`src/rtl/counter_seq_ctrl_pkg.sv`:
```
// rtl/counter_seq_ctrl_pkg.sv - shared state encoding and default widths for the counter sequencer
// Purpose: FSM state type (codes are visible on the state port) and default parameter values.
package counter_seq_ctrl_pkg;

    typedef enum logic [1:0] {
        ST_IDLE  = 2'd0,
        ST_RUN   = 2'd1,
        ST_PAUSE = 2'd2,
        ST_DONE  = 2'd3
    } state_t;

    localparam int unsigned CNT_W_DEF = 4;
    localparam int unsigned DIV_W_DEF = 26;

endpackage

```
`src/rtl/counter_seq_ctrl_tick_gen.sv`:
```
// rtl/counter_seq_ctrl_tick_gen.sv - free-running divider producing the count tick
// Purpose: counts 0..DIV_MAX while run is high and wraps; tick flags the terminal value.
// Ports:
//   clk   in  board clock
//   rst   in  synchronous active-high reset
//   run   in  advance the divider this cycle
//   clr   in  restart the divider from 0 (wins over run)
//   tick  out high while the divider holds DIV_MAX
module tick_gen #(
    parameter int unsigned       DIV_W   = 26,
    parameter logic [DIV_W-1:0]  DIV_MAX = {DIV_W{1'b1}}
) (
    input  logic clk,
    input  logic rst,
    input  logic run,
    input  logic clr,
    output logic tick
);

    logic [DIV_W-1:0] div;

    assign tick = (div == DIV_MAX);

    // When run is low the value is held, so a paused sequence resumes mid-period.
    always_ff @(posedge clk) begin
        if (rst || clr) begin
            div <= '0;
        end else if (run) begin
            div <= tick ? '0 : div + 1'b1;
        end
    end

endmodule

```
`src/rtl/counter_seq_ctrl.sv`:
```
// rtl/counter_seq_ctrl.sv - RUN/PAUSE/DONE sequencer driving the counter enable and clear
// Purpose: detects button edges, runs the FSM and registers the counter control outputs.
// Ports:
//   clk      in  board clock, the only clock
//   rst      in  synchronous active-high reset
//   start    in  start/resume level, rising edge acts
//   stop     in  pause level, rising edge acts
//   clear    in  abort/clear level, rising edge acts
//   oneshot  in  1 = stop in DONE at target, 0 = wrap modulo target
//   target   in  terminal count, 0 = full range
//   cnt_q    in  counter value fed back from the datapath
//   cnt_en   out one-cycle increment enable
//   cnt_clr  out one-cycle synchronous clear (held high during reset)
//   done     out one-cycle pulse on reaching target
//   busy     out high in RUN or PAUSE
//   state    out FSM state code
module counter_seq_ctrl
    import counter_seq_ctrl_pkg::*;
#(
    parameter int unsigned       CNT_W   = CNT_W_DEF,
    parameter int unsigned       DIV_W   = DIV_W_DEF,
    parameter logic [DIV_W-1:0]  DIV_MAX = {DIV_W{1'b1}}
) (
    input  logic             clk,
    input  logic             rst,
    input  logic             start,
    input  logic             stop,
    input  logic             clear,
    input  logic             oneshot,
    input  logic [CNT_W-1:0] target,
    input  logic [CNT_W-1:0] cnt_q,
    output logic             cnt_en,
    output logic             cnt_clr,
    output logic             done,
    output logic             busy,
    output logic [1:0]       state
);

    logic             start_q;
    logic             stop_q;
    logic             clear_q;
    logic             start_rise;
    logic             stop_rise;
    logic             clear_rise;
    state_t           cur_state;
    state_t           nxt_state;
    logic             en_n;
    logic             clr_n;
    logic             done_n;
    logic             div_run;
    logic             div_clr;
    logic             tick;
    logic             term;
    logic [CNT_W-1:0] cnt_inc;

    always_ff @(posedge clk) begin
        if (rst) begin
            start_q <= 1'b0;
            stop_q  <= 1'b0;
            clear_q <= 1'b0;
        end else begin
            start_q <= start;
            stop_q  <= stop;
            clear_q <= clear;
        end
    end

    assign start_rise = start & ~start_q;
    assign stop_rise  = stop & ~stop_q;
    assign clear_rise = clear & ~clear_q;

    tick_gen #(
        .DIV_W   (DIV_W),
        .DIV_MAX (DIV_MAX)
    ) u_tick_gen (
        .clk  (clk),
        .rst  (rst),
        .run  (div_run),
        .clr  (div_clr),
        .tick (tick)
    );

    // Wrapping increment makes target=0 terminate at all-ones without a special case.
    assign cnt_inc = cnt_q + 1'b1;
    assign term    = tick && (cnt_inc == target);

    always_comb begin
        nxt_state = cur_state;
        en_n      = 1'b0;
        clr_n     = 1'b0;
        done_n    = 1'b0;
        div_run   = 1'b0;
        div_clr   = 1'b0;
        case (cur_state)
            ST_IDLE: begin
                if (clear_rise) begin
                    clr_n = 1'b1;
                end else if (start_rise) begin
                    nxt_state = ST_RUN;
                    div_clr   = 1'b1;
                end
            end
            ST_RUN: begin
                if (clear_rise) begin
                    clr_n     = 1'b1;
                    nxt_state = ST_IDLE;
                end else if (stop_rise) begin
                    // Divider is not advanced here, so a tick swallowed by the stop
                    // is delivered on the first cycle after resume.
                    nxt_state = ST_PAUSE;
                end else begin
                    div_run = 1'b1;
                    if (tick) begin
                        if (term) begin
                            done_n = 1'b1;
                            if (oneshot) begin
                                nxt_state = ST_DONE;
                            end
                            // Continuous mode restarts from 0 by clearing, except at the
                            // full range where the increment itself wraps to 0.
                            if (oneshot || target == '0) begin
                                en_n = 1'b1;
                            end else begin
                                clr_n = 1'b1;
                            end
                        end else begin
                            en_n = 1'b1;
                        end
                    end
                end
            end
            ST_PAUSE: begin
                if (clear_rise) begin
                    clr_n     = 1'b1;
                    nxt_state = ST_IDLE;
                end else if (start_rise) begin
                    nxt_state = ST_RUN;
                end
            end
            ST_DONE: begin
                if (clear_rise) begin
                    clr_n     = 1'b1;
                    nxt_state = ST_IDLE;
                end else if (start_rise) begin
                    clr_n     = 1'b1;
                    div_clr   = 1'b1;
                    nxt_state = ST_RUN;
                end
            end
            default: begin
                nxt_state = ST_IDLE;
            end
        endcase
    end

    always_ff @(posedge clk) begin
        if (rst) begin
            cur_state <= ST_IDLE;
        end else begin
            cur_state <= nxt_state;
        end
    end

    // cnt_clr is forced high during reset so the reset-less counter flops get cleared.
    always_ff @(posedge clk) begin
        if (rst) begin
            cnt_en  <= 1'b0;
            cnt_clr <= 1'b1;
            done    <= 1'b0;
            busy    <= 1'b0;
        end else begin
            cnt_en  <= en_n;
            cnt_clr <= clr_n;
            done    <= done_n;
            busy    <= (nxt_state == ST_RUN) || (nxt_state == ST_PAUSE);
        end
    end

    assign state = cur_state;

endmodule

```
`config.mk`:
```
export PLATFORM = sky130hd
export DESIGN_NAME = counter_seq_ctrl
export DESIGN_NICKNAME = d
export VERILOG_FILES = /design/src/rtl/counter_seq_ctrl_pkg.sv /design/src/rtl/counter_seq_ctrl_tick_gen.sv /design/src/rtl/counter_seq_ctrl.sv
export SDC_FILE = /design/constraint.sdc
export NUM_CORES = 1
export LEC_CHECK = 0
export CAP_MARGIN = 5
export CORE_MARGIN = 10
export CORE_UTILIZATION = 59
export CTS_CLUSTER_SIZE = 8
export DETAILED_ROUTE_END_ITERATION = 16
export GPL_ROUTABILITY_DRIVEN = 0
export GPL_TIMING_DRIVEN = 0
export PLACE_DENSITY = 0.9
export REMOVE_ABC_BUFFERS = 1
export SLEW_MARGIN = 20
export SYNTH_ARGS = -nofsm -noshare
export SYNTH_HDL_FRONTEND = slang
export SYNTH_SLANG_ARGS = --single-unit
```
`constraint.sdc`:
```
create_clock -name clk -period 3.6 [get_ports clk]
set_input_delay 1.08 -clock clk [delete_from_list [all_inputs] [get_ports clk]]
set_output_delay 1.08 -clock clk [all_outputs]
set_load 0.02 [all_outputs]
```
=== Word-level counts from Yosys, hierarchy flattened ===
Cells that the tools add are included.

* Add/sub/neg operators: 2
* Eq/ne operators: 7
* Multiplexer cells: 27
* Bitwise logic cells: 8
* Reductions and logical operators: 10

{| class="wikitable"
|+ Operators with widths
! cell !! number
|-
| $add A26 B1 Y26 const B || 1
|-
| $eq A26 B26 Y1 const B || 1
|-
| $mux W26 || 1
|-
| $mux W1 || 16
|-
| $mux W2 || 8
|-
| $eq A2 B2 Y1 const B || 3
|-
| $pmux W2 S3 || 1
|-
| $reduce_or A2 Y1 || 3
|-
| $not A1 Y1 || 5
|-
| $reduce_or A5 Y1 || 1
|-
| $add A4 B1 Y4 const B || 1
|-
| $eq A2 B1 Y1 const B || 2
|-
| $eq A4 B4 Y1 || 1
|-
| $logic_not A4 Y1 || 1
|-
| $and A1 B1 Y1 || 3
|-
| $logic_or A1 B1 Y1 || 3
|-
| $pmux W1 S3 || 1
|-
| $logic_not A2 Y1 || 1
|-
| $logic_and A1 B1 Y1 || 1
|}

* Register bits: 35
* Word-level logic and storage cells: 63

=== Depth between registers and ports, before layout ===
Gate-level depths: netlist (run 1).

* Word-level depth: 10
* Gate-level depth with buffers: 8
* Gate-level depth less buffers: 8

=== Hierarchy ===
From an unflattened synthesis (run 1), not the netlist that was laid out.

* Cell total of the unflattened synthesis: 224
* Area total of the unflattened synthesis: 1,971.9 sq um

{| class="wikitable"
|+ Modules (own cells, without submodules)
! module !! instances !! cells an instance !! area an instance (sq um) !! sequential area each (sq um)
|-
| tick_gen || 1 || 161 || 1,393.8 || 520.5
|-
| counter_seq_ctrl || 1 || 63 || 578.1 || 180.2
|}

=== Worst setup path before layout (run 1) ===
OpenSTA, ideal clock, no wires.

* Kind: input to register
* From: in cnt_q[0]
* To: reg busy
* Setup time: 115 ps
* Arrival: 2,380 ps
* Setup slack: 1,105 ps
* Cell stages on the path: 7
* Buffers on the path: 0
* Cells stage by stage: ha_1 xor3_1 nor3_1 nand3_1 o31ai_2 xnor2_1 nor2_1

* Word-level cells in the longest chain between the ends: 10
* Elaborated cells on any way between the ends: 11

{| class="wikitable"
|+ RTL lines
! element !! RTL line !! source
|-
| start: declaration || counter_seq_ctrl.sv:31 || <nowiki>input logic [CNT_W-1:0] cnt_q,</nowiki>
|-
| $add A4 B1 Y4 * || counter_seq_ctrl.sv:84 || <nowiki>assign cnt_inc = cnt_q + 1'b1;</nowiki>
|-
| $eq A4 B4 Y1 * || counter_seq_ctrl.sv:85 || <nowiki>assign term = tick && (cnt_inc == target);</nowiki>
|-
| $logic_and A1 B1 Y1 * || counter_seq_ctrl.sv:85 ||
|-
| $mux W2 * || counter_seq_ctrl.sv:114 || <nowiki>if (term) begin</nowiki>
|-
| $mux W2 * || counter_seq_ctrl.sv:113 || <nowiki>if (tick) begin</nowiki>
|-
| $mux W2 * || counter_seq_ctrl.sv:107 || <nowiki>end else if (stop_rise) begin</nowiki>
|-
| $mux W2 * || counter_seq_ctrl.sv:104 || <nowiki>if (clear_rise) begin</nowiki>
|-
| $pmux W2 S3 * || counter_seq_ctrl.sv:94 || <nowiki>case (cur_state)</nowiki>
|-
| $eq A2 B1 Y1 / $eq A2 B2 Y1 (equally long branches) || counter_seq_ctrl.sv:175 || <nowiki>busy <= (nxt_state == ST_RUN) || (nxt_state == ST_PAUSE);</nowiki>
|-
| $logic_or A1 B1 Y1 * || counter_seq_ctrl.sv:175 ||
|-
| end signal: assignment || counter_seq_ctrl.sv:175 ||
|-
| end: declaration || counter_seq_ctrl.sv:35 || <nowiki>output logic busy,</nowiki>
|}

Mark *: on every way between the ends. The rest lies on a longest branch, timed or not.
A chain may end at the register's enable or synchronous reset.

=== Final worst setup path (run 1) ===
* From: in clear
* To: reg u_tick_gen.div[22]

* Word-level cells in the longest chain between the ends: 4
* Elaborated cells on any way between the ends: 6

{| class="wikitable"
|+ RTL lines
! element !! RTL line !! source
|-
| start: declaration || counter_seq_ctrl.sv:28 || <nowiki>input logic clear,</nowiki>
|-
| $and A1 B1 Y1 * || counter_seq_ctrl.sv:70 || <nowiki>assign clear_rise = clear & ~clear_q;</nowiki>
|-
| $mux W1 || counter_seq_ctrl.sv:96 || <nowiki>if (clear_rise) begin</nowiki>
|-
| $mux W1 || -- ||
|-
| $logic_or A1 B1 Y1 || counter_seq_ctrl_tick_gen.sv:26 || <nowiki>if (rst || clr) begin</nowiki>
|-
| end signal: assignment || counter_seq_ctrl_tick_gen.sv:29 || <nowiki>div <= tick ? '0 : div + 1'b1;</nowiki>
|-
| end: declaration || counter_seq_ctrl_tick_gen.sv:20 || <nowiki>logic [DIV_W-1:0] div;</nowiki>
|}

Marks and branches as above.

==> key figures, run 1 <==
Synth
  – Post-synth EDFFs: 0
  – Post-Syn Instances: 204
  – Top_reg_cell synth: dfxtp_1
  – Mapped Area: 1780 µm²
  – Syn Area/Cell: 8.73 µm²
  – Synthesis Warnings: 0
  – Ys async rst share: 0%
  – #FFs+latches synth: 35
  – Post-synthesis sequential area ratio: 39.3%
  – Post-synth cell types: 44

Placed design
  – Placed cell count: 250
  – Port Buffer Count: 19
  – Dpl ws: 151 ps
  – Dpl hpwl: 2.61 mm
  – DP Area: 1990 µm²

Clocking
  – Worst-path clk slew: 110 ps
  – Longest Clk Path Bufs: 2
  – Clk Tree Root Cell: clkbuf_4
  – H-Tree Depth: 2
  – Postcts setup bufs: 0
  – Clk_lat worst skew: 350 ps
  – CTS tree: built
  – CTS buffer count: 5
  – Post-CTS sizing: 0
  – Hold_buf cts: 0
  – Clk sink count: 35

Route
  – Routed wire per std cell: 13.8 µm
  – 1st-pass router iterations: 4
  – Routed WL: 3.55 mm
  – DR vias: 1493
  – Vias per inst: 5.79
  – 1st-iter DRT viols: 88
  – DRC Markers: 0
  – Antenna Nets Post-Route: 0

Final layout
  – Final non-filler cell total: 258
  – FILL cells: 232
  – Diode count: 0
  – Post-layout util: 72.1%
  – Share of cells above drive strength 1: 6.61%
  – Nets: 246
  – Post-route cell area: 2040 µm²
  – Area grow syn2layout: 14.5%

Critical path
  – Critical path startpoint category: input port
  – WS Path Type: in -> reg
  – Slowest cell on the critical path: a21o_1
  – CP Capture Type: flop
  – CP cell instances: clkdlybuf4s50_1, nand2b_1, and3_1, and3_1, a21o_1, nor2_1
  – Reg2reg start: state[0]
  – Most used cell, CP: and3_1
  – WP buf/inv: 1
  – Critical Path RT: 3800 ps
  – Crit-path leading delay family: simple AND/OR/NAND/NOR gates
  – Crit Path Max Fanout: 23
  – CP peak stage delay: 620 ps
  – Start point of the critical path: clear
  – WP data arrival: 3260 ps

Timing
  – Relative slew slack: 51.0%
  – Worst-case hold slack: 519 ps
  – Hold Fails Final Rpt: 0
  – TNS Setup: 0 ps
  – Slew Limit Fails: 0
  – # setup viols final: 0
  – Skew final: 12.5 ps
  – Tightest Pin Transition: 735 ps
  – Final setup margin: 543 ps
  – Tcrit/Tclk final: 84.9%
  – RSZ-0062 raised after global routing: no
  – Fmax: 0.327 GHz
  – Final min period: 3060 ps

Floorplan
  – Die Y: 75.0 µm
  – Core Area: 2830 µm²
  – Initial Util: 63.0%
  – Die W: 75.0 µm
  – I/O pins: 20
  – Die area: 5620 µm²
  – Num rows: 19

Power and ir drop
  – NetSw: 0.185 mW
  – Worst vdd ir: 0.218 mV
  – Share of power burned in combinational logic: 13.0%
  – Flop pwr share: 57.1%
  – Internal: 0.512 mW
  – Power Dens Cells: 342 nW/µm²
  – Total power: 0.697 mW
  – Clock power share: 29.9%
  – Pleak: 0.724 nW
  – Net Sw Frac: 26.5%

GRT
  – First-pass GRT wire length: 6.01 mm
  – Gr ovfl total: 0
  – Number of global-route vias before repair: 1448
  – Initial antenna violation count: 0
  – GRT Total Usage: 13.6%
  – Largest net degree at the start of global routing: 24

Hold path
  – Hold Path Class: reg -> reg
  – Hold path start: u_tick_gen.div[18]

Outcome
  – Status: completed

Run
  – Max-Cap Viols: 0
-- logic make-up (layout without fill, tap and decap cells) --
family	after synthesis	in the layout	synth area share, %
adders and majority gates	6	6	4.21
and+or+nand+nor	108	108	32.1
muxes	1	1	0.562
buffers and inverters	7	30	2.04
DFF	35	35	39.3
xor gates and xnor gates	27	27	14.1
AOI/OAI and AO/OA	20	20	7.66
-- Yosys cell counts, types with 2 or more instances --
| master | number | share of area, % |
|---|---|---|
| nor2_1 | 31 | 6.5 |
| ha_1 | 6 | 4.2 |
| and3_1 | 7 | 2.5 |
| nand2b_1 | 2 | 0.70 |
| nor3_1 | 5 | 1.4 |
| dfxtp_1 | 35 | 39 |
| nor4_1 | 3 | 1.1 |
| nand2_1 | 17 | 3.6 |
| inv_1 | 3 | 0.63 |
| buf_4 | 2 | 0.84 |
| and4_1 | 2 | 0.98 |
| a31oi_1 | 2 | 0.70 |
| nand4_1 | 8 | 2.8 |
| xor2_1 | 17 | 8.4 |
| xnor2_1 | 9 | 4.4 |
| or3_1 | 3 | 1.1 |
| o21ai_0 | 3 | 0.84 |
| nand3_1 | 11 | 3.1 |
| buf_2 | 2 | 0.56 |
| nor2b_1 | 7 | 2.5 |
| a21oi_1 | 6 | 1.7 |
-- flip-flops by register name, summed over array words and instances, names as in the netlist --
name and flops:
u_tick_gen.div 26, state 2, busy 1, clear_q 1
cnt_clr 1, cnt_en 1, done 1, start_q 1
stop_q 1
-- routing by layer --
layer | part of all wire, % | vias to the layer above | GRT usage, %
met5 | 0 | - | 0
li1 | - | 758 | -
met3 | 7.0 | 6 | 4.73
met1 | 46 | 699 | 15.4
met4 | 1.2 | 0 | 7.56
met2 | 46 | 30 | 21.9
-- power by group through the flow --
| stage | clock, mW | combinational, mW | sequential (mW) |
|---|---|---|---|
| floorplan | 0 | 0.0488 | 0.411 |
| global placement | 0 | 0.0885 | 0.406 |
| detailed placement | 0 | 0.0901 | 0.407 |
| CTS | 0.217 | 0.0907 | 0.398 |
| global route | 0.230 | 0.0990 | 0.399 |
| finish | 0.209 | 0.0904 | 0.398 |
-- layout by cell type, fill, tap and decap left out, drive strengths merged, types with 2 or more instances in the layout --
cell type / Yosys / routed
a31oi: 2 / 2
ha: 6 / 6
or3: 4 / 4
nor2: 31 / 31
nand2b: 2 / 2
clkdlybuf4s50: 0 / 19
nand2: 17 / 17
dfxtp: 35 / 35
nor3: 5 / 5
nand3: 12 / 12
nor2b: 7 / 7
xnor2: 9 / 9
inv: 3 / 3
clkbuf: 0 / 6
nor4: 4 / 4
and3: 8 / 8
o31ai: 2 / 2
xor2: 17 / 17
a21oi: 7 / 7
nand4: 9 / 9
or2: 2 / 2
and4: 2 / 2
o21ai: 3 / 3
-- path summary, 6_finish.rpt --
kind,end,slack (ps),depth (start not counted)
worst max-delay path,u_tick_gen.div[22],540,6
worst min-delay path,u_tick_gen.div[18],520,2
worst max register to register,u_tick_gen.div[22],1300,5
worst min register to register,u_tick_gen.div[18],520,2
-- layout make-up --
class,instances,area (µm²),share of cell area [%]
multi-input combinational,162,1040,51.2
clock buffer,6,41.3,2.02
sequential,35,701,34.4
timing repair buffer,19,190,9.33
clock inverter,2,12.5,0.613
inverter,3,11.3,0.552
tap,31,38.8,1.90
-- worst min-delay path, stage by stage, from the launching register on --
cell     delay, ps
dfxtp_1        350
o21ai_0         80
a21oi_1         60
No activity file was read; power rests on OpenSTA's default activity.
==> inputs of run 2 (changes only) <==
--- a/config.mk
+++ b/config.mk
@@ -7,12 +7,12 @@
 export LEC_CHECK = 0
 export CAP_MARGIN = 5
 export CORE_MARGIN = 10
-export CORE_UTILIZATION = 59
+export CORE_UTILIZATION = 50
 export CTS_CLUSTER_SIZE = 8
 export DETAILED_ROUTE_END_ITERATION = 16
 export GPL_ROUTABILITY_DRIVEN = 0
 export GPL_TIMING_DRIVEN = 0
-export PLACE_DENSITY = 0.9
+export PLACE_DENSITY = 0.82
 export REMOVE_ABC_BUFFERS = 1
 export SLEW_MARGIN = 20
 export SYNTH_ARGS = -nofsm -noshare
==> constraint.sdc (replaced) <==
create_clock -name clk -period 2.8 [get_ports clk]
set_input_delay 0.84 -clock clk [delete_from_list [all_inputs] [get_ports clk]]
set_output_delay 0.84 -clock clk [all_outputs]
set_load 0.02 [all_outputs]
==> key figures, run 2 (synthesis gave the netlist of run 1 again) <==
Outcome
  – Status: completed

Timing
  – Fmax: 0.387 GHz
  – Slew Limit Fails: 0 (unchanged)
  – TNS Setup: 0 ps (unchanged)
  – Final min period: 2580 ps
  – Relative slew slack: 66.8% (+16 points)
  – Skew final: 5.46 ps (-7.00 ps)
  – Hold Fails Final Rpt: 0 (unchanged)
  – RSZ-0062 raised after global routing: no
  – # setup viols final: 0 (unchanged)
  – Tcrit/Tclk final: 92.3%
  – Tightest Pin Transition: 494 ps (-241 ps)

Floorplan
  – Die W: 79.7 µm (+6.3%)
  – Die area: 6350 µm² (+13%)
  – I/O pins: 20 (unchanged)
  – Die Y: 79.7 µm (+6.3%)
  – Initial Util: 52.6% (-10 points)
  – Core Area: 3390 µm² (+20%)
  – Num rows: 21 (+2)

Critical path
  – WP data arrival: 2840 ps (-420 ps)
  – CP Capture Type: flop
  – Critical Path RT: 3060 ps (-740 ps)
  – Critical path startpoint category: input port
  – WS Path Type: in -> reg
  – Crit Path Max Fanout: 11 (-52%)

Clocking
  – CTS tree: built
  – Worst-path clk slew: 100 ps (about the same)
  – Hold_buf cts: 0 (unchanged)
  – Clk sink count: 35 (unchanged)
  – Clk Tree Root Cell: clkbuf_4
  – Longest Clk Path Bufs: 2 (unchanged)
  – H-Tree Depth: 2 (unchanged)
  – CTS buffer count: 5 (unchanged)
  – Clk_lat worst skew: 330 ps (-20 ps)

Final layout
  – Most common cell after layout, fill and taps aside: dfxtp_1
  – Area grow syn2layout: 17.1%
  – Share of cells above drive strength 1: 7.49% (+0.88 points)
  – Diode count: 0 (unchanged)
  – Final non-filler cell total: 273 (+5.8%)
  – Largest reg by FF count: u_tick_gen.div
  – Most frequent cells in the layout: dfxtp_1, nor2_1, clkdlybuf4s50_1, nand2_1, xor2_1
  – Largest register FFs: 26 (unchanged)
  – Nets: 246 (unchanged)

GRT
  – GRT Total Usage: 11.9% (-1.7 points)
  – First-pass GRT wire length: 6.29 mm (+4.6%)
  – Initial antenna violation count: 0 (unchanged)
  – Largest net degree at the start of global routing: 24 (unchanged)
  – Gr ovfl total: 0 (unchanged)
  – Number of global-route vias before repair: 1452 (+0.28%)

Route
  – DRC Markers: 0 (unchanged)
  – 1st-iter DRT viols: 116 (+32%)
  – DR vias: 1513 (+1.3%)
  – 1st-pass router iterations: 4 (unchanged)
  – Vias per inst: 5.54 (-4.2%)
  – Antenna Nets Post-Route: 0 (unchanged)
  – Routed wire per std cell: 13.2 µm (-3.9%)
  – Routed WL: 3.61 mm (+1.7%)

Power and ir drop
  – Total power: 0.939 mW (+35%)
  – Pleak: 0.735 nW (+1.5%)
  – Power Dens Cells: 450 nW/µm² (+32%)
  – Worst vdd ir: 0.380 mV (+74%)

Hold path
  – Hold Path Class: reg -> reg

Run
  – Max-Cap Viols: 0 (unchanged)

Placed design
  – Placed cell count: 265 (+6.0%)
  – Dpl hpwl: 2.63 mm (+1.0%)
  – Port Buffer Count: 19 (unchanged)
[run 2: cell count changes in the layout (fill, tap and decap cells not counted)]
cell / change
clkbuf_8: +2
a21o_1: -1
a21o_4: +1
clkinv_2: -1
clkinvlp_4: -1
nor3_1: -1
nor3_2: +1
[run 2: critical path, cell delays in order]
cell             delay [ps]
clkdlybuf4s50_1         450
nand2b_1                220
and3_1                  480
nand3_2                 240
or3_2                   450
a21oi_1                 150
[run 2: final timing paths]
| path | from | slack [ps] | depth (start not counted) | endpoint |
|---|---|---|---|---|
| hold / removal | u_tick_gen.div[18] | 520 | 2 | u_tick_gen.div[18] |
| hold reg to reg | u_tick_gen.div[18] | 520 | 2 | u_tick_gen.div[18] |
| setup reg to reg | state[0] | 710 | 8 | busy |
| setup / recovery | clear | 220 | 6 | u_tick_gen.div[16] |
[run 2: cell type report]
class	instances	area (µm²)
flip-flops and latches	35	701
inverters	3	11.3
clock buffers	8	68.8
well taps	46	57.6
fillers	279	1300
multi-input cells	162	1060
repair buffers	19	190
[run 2: power breakdown]
part	total, mW	internal, mW	switching, mW
sequential	0.511	0.505	0.00604
combinational	0.119	0.0581	0.0610
clock	0.308	0.148	0.161
[run 2: per-layer routing]
metal  up-vias  wire length, µm  share of wire (%)  GRT usage, %
li1        755                -                  -             -
met1       715             1650                 46          14.4
met2        37             1660                 46          18.3
met3         6              259                7.2          4.39
met4         0               36                1.0          5.20
met5         -                0                  0             0
[run 2: per-stage QoR]
stage | cell area [µm²] | worst slack (ps) | hold slack, ps | utilization (%)
after CTS | 2070 | 162 | 522 | 61.2
after detailed placement | 2000 | -422 | 502 | 59.1
after floorplan | 1760 | 526 | 467 | -
after global routing | 2090 | 94.4 | 562 | 61.5
final | 2090 | 216 | 518 | 61.5
after global placement | 2000 | -380 | 486 | 59.1
[run 2: repair_timing]
| action | CTS | global route |
|---|---|---|
| endpoints found under the setup margin | 22 | 17 |
| resized for setup | 1 | 2 |
| buffers inserted | 0 | 0 |
| pin swaps | 0 | 0 |
==> inputs of run 3 (changes only) <==
--- a/config.mk
+++ b/config.mk
@@ -6,8 +6,10 @@
 export NUM_CORES = 1
 export LEC_CHECK = 0
 export CAP_MARGIN = 5
+export CELL_PAD_IN_SITES_DETAIL_PLACEMENT = 0
+export CELL_PAD_IN_SITES_GLOBAL_PLACEMENT = 1
 export CORE_MARGIN = 10
-export CORE_UTILIZATION = 50
+export CORE_UTILIZATION = 38
 export CTS_CLUSTER_SIZE = 8
 export DETAILED_ROUTE_END_ITERATION = 16
 export GPL_ROUTABILITY_DRIVEN = 0
==> key figures, run 3 (synthesis gave the netlist of run 1 again) <==
Outcome
  – Status: completed

Route
  – 1st-pass router iterations: 4 (unchanged)
  – Vias per inst: 5.20 (-6.2%)
  – Antenna Nets Post-Route: 0 (unchanged)
  – Routed wire per std cell: 13.2 µm (-0.36%)
  – DR WL met2: 1.54 mm (-7.5%)
  – 1st-iter DRT viols: 63 (-46%)
  – DRC Markers: 0 (unchanged)
  – Metal-1 WL: 1.84 mm (+11%)
  – Top Layer Used: met4
  – Wire length on met3: 246 µm (-5.0%)
  – Routed WL: 3.68 mm (+1.8%)
  – DR vias: 1451 (-4.1%)

Critical path
  – Crit Path Max Fanout: 3 (-8)
  – CP Capture Type: flop
  – Critical Path RT: 2970 ps (-90 ps)
  – Reg2Reg Depth: 6 (-2)
  – Reg2reg start: u_tick_gen.div[0]
  – WP data arrival: 2770 ps (-70 ps)
  – Critical path startpoint category: input port
  – WS Path Type: in -> reg
  – Start point of the critical path: cnt_q[0]

Floorplan
  – Initial Util: 40.1% (-12 points)
  – Num rows: 24 (+14%)
  – Die W: 88.5 µm (+11%)
  – Die area: 7830 µm² (+23%)
  – I/O pins: 20 (unchanged)
  – Die Y: 88.5 µm (+11%)
  – Core Area: 4440 µm² (+31%)

Final layout
  – Post-route cell area: 2120 µm² (+1.6%)
  – Post-layout util: 47.7% (-14 points)
  – Diode count: 0 (unchanged)
  – Share of cells above drive strength 1: 7.93% (+0.44 points)
  – Most common cell after layout, fill and taps aside: dfxtp_1
  – Largest register FFs: 26 (unchanged)
  – Largest reg by FF count: u_tick_gen.div
  – Area grow syn2layout: 19.0%
  – Final non-filler cell total: 279 (+2.2%)
  – Most frequent cells in the layout: dfxtp_1, nor2_1, clkdlybuf4s50_1, nand2_1, xor2_1
  – Nets: 246 (unchanged)

GRT
  – Number of global-route vias before repair: 1354 (-6.7%)
  – Largest net degree at the start of global routing: 24 (unchanged)
  – GRT Total Usage: 10.3% (-1.5 points)
  – Initial antenna violation count: 0 (unchanged)
  – Gr ovfl total: 0 (unchanged)
  – First-pass GRT wire length: 6.40 mm (+1.9%)

Clocking
  – Worst-path clk slew: 70 ps (-30 ps)
  – H-Tree Depth: 2 (unchanged)
  – Clk_lat worst skew: 280 ps (-50 ps)
  – Hold_buf cts: 0 (unchanged)
  – Clk Tree Root Cell: clkbuf_8
  – CTS buffer count: 5 (unchanged)
  – Clk sink count: 35 (unchanged)
  – CTS tree: built
  – Longest Clk Path Bufs: 2 (unchanged)
  – Postcts setup bufs: 0 (unchanged)

Timing
  – RSZ-0062 raised after global routing: no
  – TNS Setup: 0 ps (unchanged)
  – Hold Fails Final Rpt: 0 (unchanged)
  – Slew Limit Fails: 0 (unchanged)
  – Fmax: 0.384 GHz (-0.66%)
  – Skew final: 4.47 ps (-0.999 ps)
  – Worst-case hold slack: 505 ps (-13.6 ps)
  – Final min period: 2600 ps (+17.2 ps)
  – Tcrit/Tclk final: 92.9% (+0.61 points)
  – Final setup margin: 199 ps (-17.2 ps)
  – Relative slew slack: 66.0% (-0.77 points)
  – Tightest Pin Transition: 506 ps (+11.4 ps)
  – # setup viols final: 0 (unchanged)

Power and ir drop
  – Worst vdd ir: 0.276 mV (-28%)
  – Power Dens Cells: 486 nW/µm² (+7.9%)
  – Total power: 1.03 mW (+9.6%)
  – Pleak: 0.747 nW (+1.6%)

Hold path
  – Hold Path Cell Cnt: 2 (unchanged)
  – Hold Path Class: reg -> reg
  – Hold path start: u_tick_gen.div[18]

Run
  – Max-Cap Viols: 0 (unchanged)

Placed design
  – Placed cell count: 271 (+2.3%)
  – Port Buffer Count: 19 (unchanged)
  – DP Area: 2010 µm² (+0.37%)
  – Dpl hpwl: 2.66 mm (+1.0%)
  – Dpl ws: -470 ps (-48.6 ps)
run 3: cell count changes in the layout (fill, tap and decap cells not counted):
cell,change
a21o_4,-1
clkbuf_4,-5
a21o_2,+1
and3_1,-1
clkbuf_8,+5
and3_2,+1
run 3: routing by layer:
| metal | vias up | global-route usage (%) |
|---|---|---|
| li1 | 759 | - |
| met1 | 651 | 12.9 |
| met2 | 35 | 15.7 |
| met3 | 6 | 4.14 |
| met4 | 0 | 3.96 |
| met5 | - | 0 |
run 3: final timing paths:
kind	endpoint	slack (ps)
max	busy	200
min	u_tick_gen.div[18]	500
max reg2reg	u_tick_gen.div[10]	720
min reg2reg	u_tick_gen.div[18]	500
run 3: area by class of cell:
cell class / count / area, µm²
fillers: 449 / 2320
multi-input cells: 162 / 1050
flip-flops and latches: 35 / 701
repair buffers: 19 / 190
clock buffers: 8 / 100
well taps: 52 / 65.1
inverters: 3 / 11.3
run 3: repair_timing:
item                       4_1_cts  5_1_grt
gates resized for setup          1        2
setup endpoints to repair       23       24
hold endpoints to repair         0        0
gates cloned                     0        0
run 3: critical path, cell delays in order:
cell,delay (ps)
clkdlybuf4s50_1,530
ha_1,170
xor3_1,410
nor3_2,190
nand3_1,150
o31ai_2,290
xnor2_1,150
nor2_1,50
run 3: power breakdown:
group / switching [mW] / internal [mW] / total, mW
clock: 0.175 / 0.224 / 0.399
combinational: 0.0619 / 0.0573 / 0.119
sequential: 0.00552 / 0.506 / 0.511
